## src/rtl/if_fetch_unit.sv

```systemverilog
// Instruction fetch front-end: holds the fetch PC, reads a combinational IMEM
// every cycle, buffers {pc, inst, fault} in a small prefetch FIFO and hands the
// head entry to decode over a valid/ready handshake. A redirect reloads the
// fetch PC and flushes everything still buffered.
module if_fetch_unit #(
  parameter logic [31:0] RESET_PC   = 32'h0000_0000,
  parameter int          FIFO_DEPTH = 2
) (
  input  logic        clk,
  input  logic        rst_n,
  output logic [31:0] imem_addr,
  input  logic [31:0] imem_inst,
  input  logic        redirect_valid,
  input  logic [31:0] redirect_pc,
  output logic        if_valid,
  input  logic        if_ready,
  output logic [31:0] if_pc,
  output logic [31:0] if_inst,
  output logic        if_fault
);

  localparam int PTR_W = (FIFO_DEPTH > 1) ? $clog2(FIFO_DEPTH) : 1;
  localparam int CNT_W = $clog2(FIFO_DEPTH + 1);
  localparam logic [31:0] NOP_INST = 32'h0000_0013;

  logic [31:0]      fpc_q, fpc_d;
  logic             fault_pend_q, fault_pend_d;
  logic [PTR_W-1:0] rd_ptr_q, rd_ptr_d;
  logic [PTR_W-1:0] wr_ptr_q, wr_ptr_d;
  logic [CNT_W-1:0] count_q, count_d;
  logic [31:0]      mem_pc_q    [FIFO_DEPTH];
  logic [31:0]      mem_pc_d    [FIFO_DEPTH];
  logic [31:0]      mem_inst_q  [FIFO_DEPTH];
  logic [31:0]      mem_inst_d  [FIFO_DEPTH];
  logic             mem_fault_q [FIFO_DEPTH];
  logic             mem_fault_d [FIFO_DEPTH];

  logic             head_valid_s;
  logic             pop_s;
  logic             push_s;

  // Fetch address is the fetch PC itself; fpc is always word aligned.
  assign imem_addr    = fpc_q;
  assign head_valid_s = (count_q != CNT_W'(0));
  assign pop_s        = head_valid_s & if_ready;
  // Push whenever there is room, or a slot frees up this cycle; a redirect
  // suppresses the push because the word at the old fpc is on a dead path.
  assign push_s       = ~redirect_valid & ((count_q < CNT_W'(FIFO_DEPTH)) | pop_s);

  // Head outputs come straight from buffered storage; empty shows a NOP bubble.
  always_comb begin
    if_valid = head_valid_s;
    if (head_valid_s) begin
      if_pc    = mem_pc_q[rd_ptr_q];
      if_inst  = mem_inst_q[rd_ptr_q];
      if_fault = mem_fault_q[rd_ptr_q];
    end else begin
      if_pc    = 32'h0000_0000;
      if_inst  = NOP_INST;
      if_fault = 1'b0;
    end
  end

  // Next-state: redirect flushes and reloads fpc, otherwise push/pop the FIFO.
  always_comb begin
    fpc_d        = fpc_q;
    fault_pend_d = fault_pend_q;
    rd_ptr_d     = rd_ptr_q;
    wr_ptr_d     = wr_ptr_q;
    count_d      = count_q;
    mem_pc_d     = mem_pc_q;
    mem_inst_d   = mem_inst_q;
    mem_fault_d  = mem_fault_q;
    if (redirect_valid) begin
      // A same-cycle pop has already been consumed by decode; the rest is dropped.
      fpc_d        = {redirect_pc[31:2], 2'b00};
      fault_pend_d = |redirect_pc[1:0];
      rd_ptr_d     = PTR_W'(0);
      wr_ptr_d     = PTR_W'(0);
      count_d      = CNT_W'(0);
    end else begin
      if (push_s) begin
        mem_pc_d[wr_ptr_q]    = fpc_q;
        mem_inst_d[wr_ptr_q]  = imem_inst;
        mem_fault_d[wr_ptr_q] = fault_pend_q;
        wr_ptr_d              = wr_ptr_q + PTR_W'(1);
        fpc_d                 = fpc_q + 32'd4;
        fault_pend_d          = 1'b0;
      end else begin
        wr_ptr_d = wr_ptr_q;
      end
      if (pop_s) begin
        rd_ptr_d = rd_ptr_q + PTR_W'(1);
      end else begin
        rd_ptr_d = rd_ptr_q;
      end
      case ({push_s, pop_s})
        2'b10:   count_d = count_q + CNT_W'(1);
        2'b01:   count_d = count_q - CNT_W'(1);
        default: count_d = count_q;
      endcase
    end
  end

  // State registers with synchronous active-low reset clearing every entry.
  always_ff @(posedge clk) begin
    if (!rst_n) begin
      fpc_q        <= RESET_PC;
      fault_pend_q <= 1'b0;
      rd_ptr_q     <= PTR_W'(0);
      wr_ptr_q     <= PTR_W'(0);
      count_q      <= CNT_W'(0);
      for (int i = 0; i < FIFO_DEPTH; i++) begin
        mem_pc_q[i]    <= 32'h0000_0000;
        mem_inst_q[i]  <= 32'h0000_0000;
        mem_fault_q[i] <= 1'b0;
      end
    end else begin
      fpc_q        <= fpc_d;
      fault_pend_q <= fault_pend_d;
      rd_ptr_q     <= rd_ptr_d;
      wr_ptr_q     <= wr_ptr_d;
      count_q      <= count_d;
      for (int i = 0; i < FIFO_DEPTH; i++) begin
        mem_pc_q[i]    <= mem_pc_d[i];
        mem_inst_q[i]  <= mem_inst_d[i];
        mem_fault_q[i] <= mem_fault_d[i];
      end
    end
  end

endmodule

```

## config.mk

```make
export PLATFORM = sky130hd
export DESIGN_NAME = if_fetch_unit
export DESIGN_NICKNAME = d
export VERILOG_FILES = /design/src/rtl/if_fetch_unit.sv
export SDC_FILE = /design/constraint.sdc
export NUM_CORES = 1
export LEC_CHECK = 0
export CELL_PAD_IN_SITES_DETAIL_PLACEMENT = 1
export CELL_PAD_IN_SITES_GLOBAL_PLACEMENT = 2
export CORE_MARGIN = 5
export CORE_UTILIZATION = 29
export DETAILED_ROUTE_END_ITERATION = 6
export GPL_ROUTABILITY_DRIVEN = 1
export GPL_TIMING_DRIVEN = 1
export HOLD_SLACK_MARGIN = 0.05
export PLACE_DENSITY_LB_ADDON = 0.1
export SYNTH_ARGS = -nofsm -noshare
export SYNTH_HDL_FRONTEND = slang
export SYNTH_SLANG_ARGS = --single-unit
```

## constraint.sdc

```tcl
create_clock -name clk -period 2.6 [get_ports clk]
set_input_delay 0.78 -clock clk [delete_from_list [all_inputs] [get_ports clk]]
set_output_delay 0.78 -clock clk [all_outputs]
set_load 0.05 [all_outputs]
```

==> results.yml, run 1 <==
worst_setup_path:
  cp-end-kind: "flip-flop"
  critPathMaxFanout: 13
  required_ns: 2.95
  worst-setup-path-type: "input pin to flip-flop"
  cp.arrival_ns: 2.88
  rrSetupSlack_ns: 0.23
  critical_path.startpoint_type: "input pin"
pwr:
  intPower_mw: 4.398
  power.static_leakage_nw: 3.821
  power_frac_clock_pct: 40.2
  p_sw_mw: 1.841
  power_density_nw_per_um2: 562.4
  power_frac_seq_pct: 42.7
  irDropWorstVdd_v: 0.0003051
  switching_share_pct: 29.51
  power.combinational.fraction_pct: 17.1
timing:
  slew_violations: 0
  finish_stage_setup_viols: 0
  unrepaired_setup_endpoints_after_global_routing: "false"
  worst_pin_slew_ns: 0.5245
  hold_violations: 0
  time_the_worst_path_needs_with_i_o_delays_and_setup_ns: 2.529
  worst_hold_slack_ns: 0.4614
  finalWorstSetupSlack_ns: 0.07086
  clock_skew_ns: 0.01112
  maxClockFrequency_mhz: 395.4
  worst_slew_margin_rel_pct: 64.93
  layout_worst_path_cycle_share_pct: 97.27
place:
  globalplace.congestion: 0.7553
  detailedPlacementHpwl_um: 18150
  place.port_buffers: 161
  post_dp_cell_area_sq_um: 10520
  place_ws_ns: -0.4149
die:
  fp.coreArea_sq_um: 26060
  die_area_sq_um: 29750
  die_y_extent_um: 172.5
  placement_rows: 59
  initial_utilization_pct: 29.38
  boundaryPins: 166
  chipWidth_um: 172.5
clock_tree:
  clock_path_buffers: 2
  cts_inserted_buffers: 17
  cts_root_buf: "sky130_fd_sc_hd__clkbuf_16"
  cts_tree: "built"
  clk_latency_ns: 0.43
  htreeDepth: 4
  postCtsSetupBuffers: 0
  clk_transition_reported_paths_ns: 0.07
  clock-sinks: 161
synthesis:
  synth-async-reset-ratio_pct: 0
  seq_area_frac_synth_pct: 42.09
  synth_top_flop_cell: "sky130_fd_sc_hd__dfxtp_1"
  combined_area_of_all_synthesized_cells_sq_um: 7657
  synthDominantAreaCellType: "sky130_fd_sc_hd__dfxtp_1"
  syn_inst: 955
  synth-seq-cells: 161
  yosys_warnings: 0
  synth_top_cells_by_area: "sky130_fd_sc_hd__dfxtp_1 42%, sky130_fd_sc_hd__nand2_1 13%, sky130_fd_sc_hd__a21boi_0 12%"
  avgSynthCellArea_sq_um: 8.018
  number_of_flops_mapped_to_enable_cells_by_yosys: 0
  netlist.area_leader.share_pct: 42.09
  post_synth_num_cell_types: 54
cells_and_area:
  drive_above_1_share_pct: 20.92
  synthToLayoutAreaGrowth_pct: 44.89
  num_antenna_cells: 0
  final_area_sq_um: 11090
  filler_cell_count: 3023
  fin_nets: 1191
  final_core_util_pct: 42.57
detailed_routing:
  postRouteAntennaNets: 0
  drt_drc_violations_left: 0
  dr_vias_cell: 4.907
  drt_iter0_markers: 294
  wl_per_cell_um: 17.75
  detail_route.wirelength_um: 26060
  detail_route.first_pass.iterations: 4
  dr_total_vias: 7204
job:
  maxCapViolCount: 0
grt:
  grt_antenna_before_repair: 0
  first_global_vias: 7550
  grt-ovfl-total: 0
  grt_start_max_net_pins: 44
  globalRouteTotalUtil_pct: 17.75
  first_pass_grt_wire_length_um: 41520
status:
  run_status: "completed"
worst_hold_path:
  min_path_type: "flip-flop to flip-flop"
==> registers in the layout (all words and copies together) (netlist names) <==
signal / count
mem_inst_q: 64
mem_pc_q: 60
imem_addr: 30
count_q: 2
mem_fault_q: 2
fault_pend_q: 1
rd_ptr_q: 1
wr_ptr_q: 1
==> power by group through the flow <==
stage | combinational [mW] | sequential [mW] | clock (mW)
2_1_floorplan | 0.486 | 2.81 | 0
3_3_place_gp | 1.08 | 2.72 | 0
3_5_place_dp | 1.09 | 2.72 | 0
4_1_cts | 1.09 | 2.67 | 2.59
5_1_grt | 1.15 | 2.68 | 2.69
6_report | 1.07 | 2.66 | 2.51
==> worst max-delay path, cell delays in order <==
cell and delay, ns:
sky130_fd_sc_hd__clkdlybuf4s50_1 0.53, sky130_fd_sc_hd__and2b_2 0.27, sky130_fd_sc_hd__buf_4 0.19, sky130_fd_sc_hd__or3_1 0.40, sky130_fd_sc_hd__or4_1 0.52, sky130_fd_sc_hd__a31oi_1 0.18
==> layer usage <==
layer	vias to the layer above	part of all wire, %	GRT usage (%)
met2	141	48	30.25
li1	3575	-	-
met5	-	0	0
met4	0	1.5	4.921
met3	20	4.3	3.086
met1	3468	46	23.16
==> cells in the mapped netlist, types with 9 or more instances <==
cell type and count:
sky130_fd_sc_hd__nand4_1 15, sky130_fd_sc_hd__nand3_1 16, sky130_fd_sc_hd__o21ai_0 23, sky130_fd_sc_hd__dfxtp_1 161, sky130_fd_sc_hd__clkbuf_1 67, sky130_fd_sc_hd__a31oi_1 11
sky130_fd_sc_hd__nand2_1 270, sky130_fd_sc_hd__mux2i_1 63, sky130_fd_sc_hd__nor2_1 67, sky130_fd_sc_hd__nor3_1 11, sky130_fd_sc_hd__a21boi_0 126, sky130_fd_sc_hd__or4_1 9
==> path summary, 6_finish.rpt <==
kind | startpoint | end | depth (start not counted)
setup / recovery | if_ready | imem_addr[25] | 6
hold / removal | mem_inst_q[1] | mem_inst_q[1] | 2
setup reg to reg | imem_addr[4] | imem_addr[23] | 5
hold reg to reg | mem_inst_q[1] | mem_inst_q[1] | 2
==> logic make-up after synthesis <==
kind of cell	Yosys count	share of synthesized area [%]
DFF	161	42.09
and+or+nand+nor	436	25.05
buffers and inverters	85	4.526
AOI/OAI and AO/OA	194	18.24
adders and majority gates	2	0.3267
muxes	63	8.235
xor gates and xnor gates	13	1.487
other	1	0.04897
==> placed cells by master (no fill, tap or decap), types with 3 or more instances in the layout <==
cell type and instances:
sky130_fd_sc_hd__a211oi_1 3, sky130_fd_sc_hd__a21boi_0 126, sky130_fd_sc_hd__a21oi_1 7, sky130_fd_sc_hd__a31oi_1 11
sky130_fd_sc_hd__and2_1 3, sky130_fd_sc_hd__buf_12 53, sky130_fd_sc_hd__buf_4 80, sky130_fd_sc_hd__clkbuf_16 17
sky130_fd_sc_hd__clkdlybuf4s50_1 83, sky130_fd_sc_hd__clkinv_4 3, sky130_fd_sc_hd__clkinvlp_4 3, sky130_fd_sc_hd__conb_1 4
sky130_fd_sc_hd__dfxtp_1 160, sky130_fd_sc_hd__dlygate4sd2_1 9, sky130_fd_sc_hd__inv_6 4, sky130_fd_sc_hd__mux2i_1 63
sky130_fd_sc_hd__nand2_1 270, sky130_fd_sc_hd__nand2b_1 8, sky130_fd_sc_hd__nand3_1 15, sky130_fd_sc_hd__nand4_1 15
sky130_fd_sc_hd__nor2_1 10, sky130_fd_sc_hd__nor2_2 56, sky130_fd_sc_hd__nor3_1 11, sky130_fd_sc_hd__nor3b_1 3
sky130_fd_sc_hd__nor4_1 7, sky130_fd_sc_hd__o211a_1 5, sky130_fd_sc_hd__o21ai_0 23, sky130_fd_sc_hd__o311a_1 3
sky130_fd_sc_hd__o31ai_1 8, sky130_fd_sc_hd__or3_1 6, sky130_fd_sc_hd__or4_1 8, sky130_fd_sc_hd__xnor2_1 8
sky130_fd_sc_hd__xor2_1 5
==> per-stage QoR <==
| stage | TNS [ns] | instances | power, mW |
|---|---|---|---|
| after global placement | -13.95 | 1437 | 3.805 |
| after detailed placement | -16.38 | 1437 | 3.815 |
| final | 0 | 1468 | 6.239 |
| after floorplan | 0 | 958 | 3.301 |
| after CTS | 0 | 1468 | 6.345 |
| after global routing | 0 | 1468 | 6.523 |
==> final cells by class <==
cell class / instances / area [sq um] / share of cell area (%)
multi-input combinational: 712 / 4275 / 38.54
sequential: 161 / 3227 / 29.09
timing repair buffer: 226 / 2584 / 23.29
inverter: 3 / 11.26 / 0.1015
clock inverter: 12 / 125.1 / 1.128
tap: 335 / 419.2 / 3.778
clock buffer: 19 / 452.9 / 4.083
==> repair_timing <==
item / in CTS / in global routing
hold endpoints to repair: 0 / 0
gates resized for setup: 9 / 3
gates cloned: 0 / 0
setup endpoints to repair: 9 / 4
hold buffers: 0 / 0
Note: power is estimated with default switching activity, not from simulation.
==> run 2: changes to the inputs <==
--- a/config.mk
+++ b/config.mk
@@ -5,12 +5,13 @@
 export SDC_FILE = /design/constraint.sdc
 export NUM_CORES = 1
 export LEC_CHECK = 0
+export ABC_CLOCK_PERIOD_IN_PS = 2600
 export CELL_PAD_IN_SITES_DETAIL_PLACEMENT = 1
 export CELL_PAD_IN_SITES_GLOBAL_PLACEMENT = 2
 export CORE_MARGIN = 5
 export CORE_UTILIZATION = 29
 export DETAILED_ROUTE_END_ITERATION = 6
-export GPL_ROUTABILITY_DRIVEN = 1
+export GPL_ROUTABILITY_DRIVEN = 0
 export GPL_TIMING_DRIVEN = 1
 export HOLD_SLACK_MARGIN = 0.05
 export PLACE_DENSITY_LB_ADDON = 0.1
==> results of run 2 <==
No change in the layout: final DEF, timing and power equal those of run 1.
